**src/rtl/pipe_register.sv**
```systemverilog
// Elastic pipeline register: DEPTH skid stages, one word/cycle, registered ready path.
// Latency DEPTH cycles; in_ready depends only on stage-0 skid state, never on out_ready.
module pipe_register #(
  parameter int WIDTH = 64,
  parameter int DEPTH = 1,
  parameter logic [WIDTH-1:0] RESET_VALUE = '0,
  localparam int LW = $clog2(2*DEPTH+1)
) (
  input  logic             clk,
  input  logic             rst,
  input  logic             flush,
  input  logic             in_valid,
  output logic             in_ready,
  input  logic [WIDTH-1:0] in_data,
  output logic             out_valid,
  input  logic             out_ready,
  output logic [WIDTH-1:0] out_data,
  output logic [LW-1:0]    level
);

  logic [DEPTH-1:0] main_v_q, main_v_d;
  logic [DEPTH-1:0] skid_v_q, skid_v_d;
  logic [WIDTH-1:0] main_d_q [DEPTH];
  logic [WIDTH-1:0] main_d_d [DEPTH];
  logic [WIDTH-1:0] skid_d_q [DEPTH];
  logic [WIDTH-1:0] skid_d_d [DEPTH];

  logic [DEPTH-1:0] up_v, up_rdy, dn_rdy, up_fire;
  logic [WIDTH-1:0] up_d [DEPTH];
  logic [LW-1:0]    level_q, level_d;
  logic             in_fire, out_fire;

  // Stage s takes its input from stage s-1 and sees stage s+1's skid as its ready.
  for (genvar s = 0; s < DEPTH; s++) begin : g_link
    if (s == 0) begin : g_head
      assign up_v[s]   = in_valid;
      assign up_d[s]   = in_data;
      assign up_rdy[s] = !skid_v_q[s] && !rst && !flush;
    end else begin : g_body
      assign up_v[s]   = main_v_q[s-1];
      assign up_d[s]   = main_d_q[s-1];
      assign up_rdy[s] = !skid_v_q[s];
    end
    if (s == DEPTH-1) begin : g_tail
      assign dn_rdy[s] = out_ready;
    end else begin : g_mid
      assign dn_rdy[s] = !skid_v_q[s+1];
    end
  end

  assign up_fire = up_v & up_rdy;

  always_comb begin
    main_v_d = main_v_q;
    skid_v_d = skid_v_q;
    main_d_d = main_d_q;
    skid_d_d = skid_d_q;
    for (int s = 0; s < DEPTH; s++) begin
      if (!main_v_q[s] || dn_rdy[s]) begin
        if (skid_v_q[s]) begin
          main_v_d[s] = 1'b1;
          main_d_d[s] = skid_d_q[s];
          skid_v_d[s] = 1'b0;
        end else if (up_fire[s]) begin
          main_v_d[s] = 1'b1;
          main_d_d[s] = up_d[s];
        end else begin
          main_v_d[s] = 1'b0;
        end
      end else if (up_fire[s]) begin
        skid_v_d[s] = 1'b1;
        skid_d_d[s] = up_d[s];
      end
    end
  end

  assign in_fire  = up_fire[0];
  assign out_fire = main_v_q[DEPTH-1] && out_ready;

  always_comb begin
    level_d = level_q;
    if (in_fire && !out_fire) begin
      level_d = level_q + LW'(1);
    end else if (!in_fire && out_fire) begin
      level_d = level_q - LW'(1);
    end
  end

  // Flush drops the valids but leaves the data registers untouched.
  always_ff @(posedge clk) begin
    if (rst) begin
      main_v_q <= '0;
      skid_v_q <= '0;
      level_q  <= '0;
      for (int s = 0; s < DEPTH; s++) begin
        main_d_q[s] <= RESET_VALUE;
        skid_d_q[s] <= RESET_VALUE;
      end
    end else if (flush) begin
      main_v_q <= '0;
      skid_v_q <= '0;
      level_q  <= '0;
    end else begin
      main_v_q <= main_v_d;
      skid_v_q <= skid_v_d;
      main_d_q <= main_d_d;
      skid_d_q <= skid_d_d;
      level_q  <= level_d;
    end
  end

  assign in_ready  = up_rdy[0];
  assign out_valid = main_v_q[DEPTH-1];
  assign out_data  = main_d_q[DEPTH-1];
  assign level     = level_q;

endmodule
```
**config.mk**
```make
export PLATFORM = sky130hd
export DESIGN_NAME = pipe_register
export DESIGN_NICKNAME = d
export VERILOG_FILES = /design/src/rtl/pipe_register.sv
export SDC_FILE = /design/constraint.sdc
export NUM_CORES = 1
export LEC_CHECK = 0
export CAP_MARGIN = 30
export CORE_ASPECT_RATIO = 0.6
export CORE_MARGIN = 5
export CORE_UTILIZATION = 41
export CTS_BUF_LIST = sky130_fd_sc_hd__clkbuf_8
export DETAILED_ROUTE_END_ITERATION = 6
export PLACE_DENSITY = 0.72
export SETUP_SLACK_MARGIN = 0.5
export SYNTH_ARGS = -nofsm -noshare
export SYNTH_HDL_FRONTEND = slang
export SYNTH_SLANG_ARGS = --single-unit
```
**constraint.sdc**
```tcl
create_clock -name clk -period 2.6 [get_ports clk]
set_clock_uncertainty 0.2 [all_clocks]
set_input_delay 0.39 -clock clk [delete_from_list [all_inputs] [get_ports clk]]
set_output_delay 0.39 -clock clk [all_outputs]
set_load 0.05 [all_outputs]
```
==> metrics.txt, run 1 <==
status finished, final reports clean; CP max FO 26; Leakage ~0.0031 uW; share of the synthesized area in the top cell type between 40 and 50%; startpoint types flip-flop; DP Cell Count 946; Synth area leader dfxtp_1; Worst Setup SP skid_v_q; Final Setup Violations 0; cell-internal power between 3000 and 4000 uW; EDFF count, synth 0; DR WL/cell 15.66 um; synthesis-to-finish area growth 29.69%; ANT cells 0; main flop type after synthesis dfxtp_1; via-per-instance ratio about 5.1; Max Buffers Root-to-Sink 2; Initial DRC Count approximately 260; Worst Tran Pin Value between 0.8 and 0.9 ns; IO Pins 137; final hold vios 0; area of the die 17380 um2; row cnt 34; clock tree root buffer cell clkbuf_8; post-synthesis cell count ~660; CTS clock-pin slew for the worst setup and hold paths 0.08 ns; CTS Buf Count 17; reg2reg end level[1]; clock power share between 30% and 40%; Post-synth ARST share 0%; port bufs 136; total number of vias around 5000; Tot GR Track Use 17.68%; number of synthesized register bits approximately 130; initial antenna violation count 0; Core ar. between 10000 and 15000 um2; Hold Path Class flip-flop to flip-flop; Sw Ratio approximately a quarter; total design power approximately 4400 uW; hold path start skid_d_q[18]; fraction of layout cells with a size suffix above 1 12.45%; syn_area_per_cell between 9 and 10 um2; Tmin final 2.006 ns; Pre-Repair DR Iteration Count 5; sequential share of the synthesized area 43.64%; worst reg2reg path depth 5; Post-Route WL 15.30 mm; pwr dens approximately 560 nW/um2; worst reg2reg setup slack between 0.6 and 0.7 ns; first-pass GRT wire length 25.55 mm; post-synth cell types 25; Mapped Area ~6000 um2; vias in the first global route between 5000 and 6000; worst endpoint data arrival time between 1 and 1.5 ns; Comb power frac 12.9%; Starting Density 41.87%; largest net degree at the start of global routing about 200; final worst path period share between 70% and 80%; Worst Slack Setup Final approximately 0.59 ns; CTS tree done; RSZ-0062 raised after global routing false; Critical Path End Type output pin; worst hold slack around 0.28 ns; height of the die roughly 100 um; worst skew pair latency 0.43 ns; Antenna Violating Nets Remaining 0; max_slew headroom 43.56%; origin of the critical flop-to-flop path skid_v_q; final setup TNS 0 ns; dpl ws between 0.1 and 0.15 ns; non-filler cells in the finished layout a little under 1000; total global routing overflow 0; Die X roughly 170 um; max cap viols 0; sequential share of power a little under half; CP Data Required Time 2.01 ns; Psw 1156 uW; worst setup path endpoint in_ready; post-CTS setup buffer count 0; hpwl dp around 10 mm; Synth Net Count between 700 and 800; max frequency around 500 MHz; clock sink total ~130; VDD IR max 0.0002991 V; residual DRC count 0; H-Tree Depth 4; synth top area cells dfxtp_1 44%, mux2i_1 11%, mux2_2 8.4%; Synth top cells by count 132 x dfxtp_1, 66 x nor2_1, 66 x nor2b_1, 65 x o21ai_0; synth warn 0; CP Class flip-flop to output pin; most common cell in the netlist dfxtp_1; GPL Wtd Cong roughly 0.75; Layout Nets roughly 840; Slew Limit Fails 0
per-stage QoR:
step                area, um2  utilization (%)
finish                   7854            54.30
global route             7854            54.30
CTS                      7846            54.25
detailed placement       7520            51.99
global placement         7520            51.99
floorplan                6092                -
timing repair:
action	CTS	global route
hold buffers	0	0
cloned	0	0
endpoints found under the setup margin	68	38
resized for setup	68	2
metal layers:
metal | up-vias | track usage [%] | share of wire (%)
met3 | 15 | 6.419 | 7.2
met2 | 156 | 26.04 | 44
li1 | 2495 | - | -
met4 | 0 | 4.612 | 0.62
met5 | - | 0 | 0
met1 | 2338 | 24.53 | 49
worst min path at each step:
stage / to / cells past startpoint
floorplan: skid_d_q[0] / 2
global placement: skid_d_q[54] / 2
detailed placement: skid_d_q[16] / 2
CTS: skid_d_q[16] / 2
global route: skid_d_q[33] / 2
finish: skid_d_q[18] / 2
sequential cells by signal (all words and copies together), names as in the netlist:
name       count
skid_v_q       1
out_data      64
out_valid      1
level          2
skid_d_q      64
worst max-delay path, cell delays in order (launching register included):
cell,delay [ns]
dfxtp_4,0.36
buf_6,0.20
nor3_2,0.21
buf_4,0.22
area by class of cell:
| class | instances | area, um2 |
|---|---|---|
| sequential | 132 | 2646 |
| multi-input combinational | 466 | 3128 |
| clock buffer | 18 | 247.7 |
| fill | 1304 | 6610 |
| tap | 198 | 247.7 |
| timing repair buffer | 148 | 1415 |
| clock inverter | 13 | 158.9 |
| inverter | 2 | 10.01 |
kinds of logic after synthesis:
logic type | Yosys count | synth area share [%]
mux | 128 | 22.48
xor+xnor | 2 | 0.2893
compound gates | 132 | 11.12
flops | 132 | 43.64
buf+inv | 66 | 5.310
simple gates | 203 | 16.96
fa+ha+maj | 1 | 0.2066
cell usage in the layout (no fill, tap or decap), types with 4 or more instances in the layout:
| cell | Yosys | final |
|---|---|---|
| dfxtp_1 | 132 | 131 |
| o21ai_0 | 65 | 65 |
| buf_4 | 0 | 7 |
| a21oi_1 | 64 | 64 |
| dlygate4sd2_1 | 0 | 67 |
| mux2i_1 | 64 | 64 |
| nand3_1 | 64 | 64 |
| mux2_2 | 45 | 45 |
| nor2_1 | 66 | 66 |
| clkbuf_8 | 0 | 18 |
| clkdlybuf4s50_1 | 0 | 67 |
| mux2_1 | 19 | 19 |
| buf_6 | 7 | 4 |
| nor2b_1 | 66 | 65 |
power by group through the flow:
stage / sequential, uW / clock, uW / combinational (uW)
after global routing: 2090 / 1910 / 610
after CTS: 2080 / 1820 / 572
after detailed placement: 2130 / 0 / 593
final: 2080 / 1760 / 569
after floorplan: 2260 / 0 / 223
after global placement: 2130 / 0 / 585
Power figures use the tool's default switching activity.
==> run 2, diff against run 1 <==
Clock period 2.6 ns to 2.1 ns, I/O delays scaled along.
==> metrics.txt, run 2 (same netlist as run 1, synthesis figures left out) <==
status finished, final reports clean; Leakage between 0.003 and 0.004 uW; DR WL/cell 18.46 um; total design power ~6000 uW; final worst path period share a little over 90%; CTS clock-pin slew for the worst setup and hold paths 0.07 ns; H-Tree Depth 4; final setup TNS 0 ns; Crit path largest cell delay 0.36 ns; CP cell instances buf_4 -> buf_16 -> nor3_4 -> buf_6; max frequency roughly 520 MHz; Slew Limit Fails 0; area post-placement 7961 um2; IO Pins ~140; max_slew headroom a little over two fifths; CP max FO 3; Buf+Inv Stages, Crit Path 3; area of the die about 17000 um2; Max Buffers Root-to-Sink 2; total global routing overflow 0; synthesis-to-finish area growth 45.17%; non-filler cells in the finished layout 1002; max cap viols 0; RSZ-0062 raised after global routing true; worst endpoint data arrival time roughly 1.4 ns; largest net degree at the start of global routing 107; most common cell after layout, fill and taps aside dfxtp_1; Slowest cell on crit path dfxtp_4; post-layout instance area between 8000 and 9000 um2; via-per-instance ratio 5.308; Critical Path End Type output pin; CTS Buf Count 17; vias in the first global route approximately 5200; row cnt 34; CP Class flip-flop to output pin; Die X around 170 um; most frequent cells in the layout 130 x dfxtp_1, 66 x nor2_1, 66 x clkdlybuf4s50_1, 65 x nor2b_1; VDD IR max ~0.00037 V; initial antenna violation count 1; port bufs 136; first-pass GRT wire length approximately 28 mm; total number of vias about 5300; residual DRC count 0; ANT cells 0; Initial DRC Count 350; hpwl dp ~11 mm; GPL Wtd Cong between 0.7 and 0.8; pwr dens between 600 and 700 nW/um2; fraction of layout cells with a size suffix above 1 ~33%; DP Cell Count 950; startpoint types flip-flop; Layout Nets approximately 860; Largest delay share family, worst path buffers and inverters; Antenna Violating Nets Remaining 0; clock tree root buffer cell clkbuf_8; Pre-Repair DR Iteration Count 6; clock sink total approximately 130; height of the die 104.1 um; Tmin final between 1.5 and 2 ns; Hold Path Class input port to flip-flop; CP Data Required Time 1.58 ns; Tot GR Track Use about a fifth; final hold vios 0; Final Setup Violations 0; CTS tree done; Post-Route WL 18.50 mm; Worst Tran Pin Value 0.8581 ns; Starting Density between 40% and 50%; worst skew pair latency around 0.43 ns; Core ar. approximately 14000 um2
==> run 2: final cells by class <==
cell class,count,area [um2]
Fill cell,1186,5673
Multi-Input combinational cell,466,3592
Sequential cell,132,2650
Timing Repair Buffer,172,1790
Clock buffer,20,275.3
Tap cell,198,247.7
Clock inverter,12,225.2
Inverter,2,10.01
==> run 2: worst paths after layout <==
kind	from	to	slack, ns	cells after the start
worst max register to register	skid_v_q	level[1]	0.19	6
worst min register to register	skid_d_q[30]	skid_d_q[30]	0.26	2
worst min-delay path	flush	skid_v_q	0.05	3
worst max-delay path	skid_v_q	in_ready	0.19	4
==> run 2: routing by layer <==
metal,GRT usage [%],vias to the layer above,routed length (um)
li1,-,2553,-
met4,4.145,2,138
met1,26.73,2588,8916
met3,5.887,19,1117
met5,0,-,11
met2,29.76,157,8315
==> run 2: what timing repair did <==
| item | CTS | global route |
|---|---|---|
| hold buffers | 0 | 0 |
| gates cloned | 3 | 11 |
| endpoints found under the setup margin | 196 | 170 |
| pin swaps | 2 | 2 |
| gates resized for setup | 328 | 143 |
| setup buffers | 2 | 4 |
==> run 2: power breakdown <==
part / internal [uW] / switching [uW]
clock network: 1630 / 1030
registers: 2550 / 28.0
logic: 373 / 493
total: 4560 / 1560
==> run 2: tightest hold or removal path: stages <==
cell	delay, ns
dlymetal6s2s_1	0.11
buf_4	0.16
nor4_1	0.06
==> run 2: stage by stage <==
stage               hold slack [ns]  setup slack [ns]  utilization [%]
floorplan                    0.1935          -0.03978                -
global placement             0.2560           -0.2071            55.04
detailed placement           0.2641           -0.2612            55.04
CTS                          0.1920            0.1808            57.21
global route                0.05889            0.1082            60.78
finish                      0.05425            0.1852            60.78
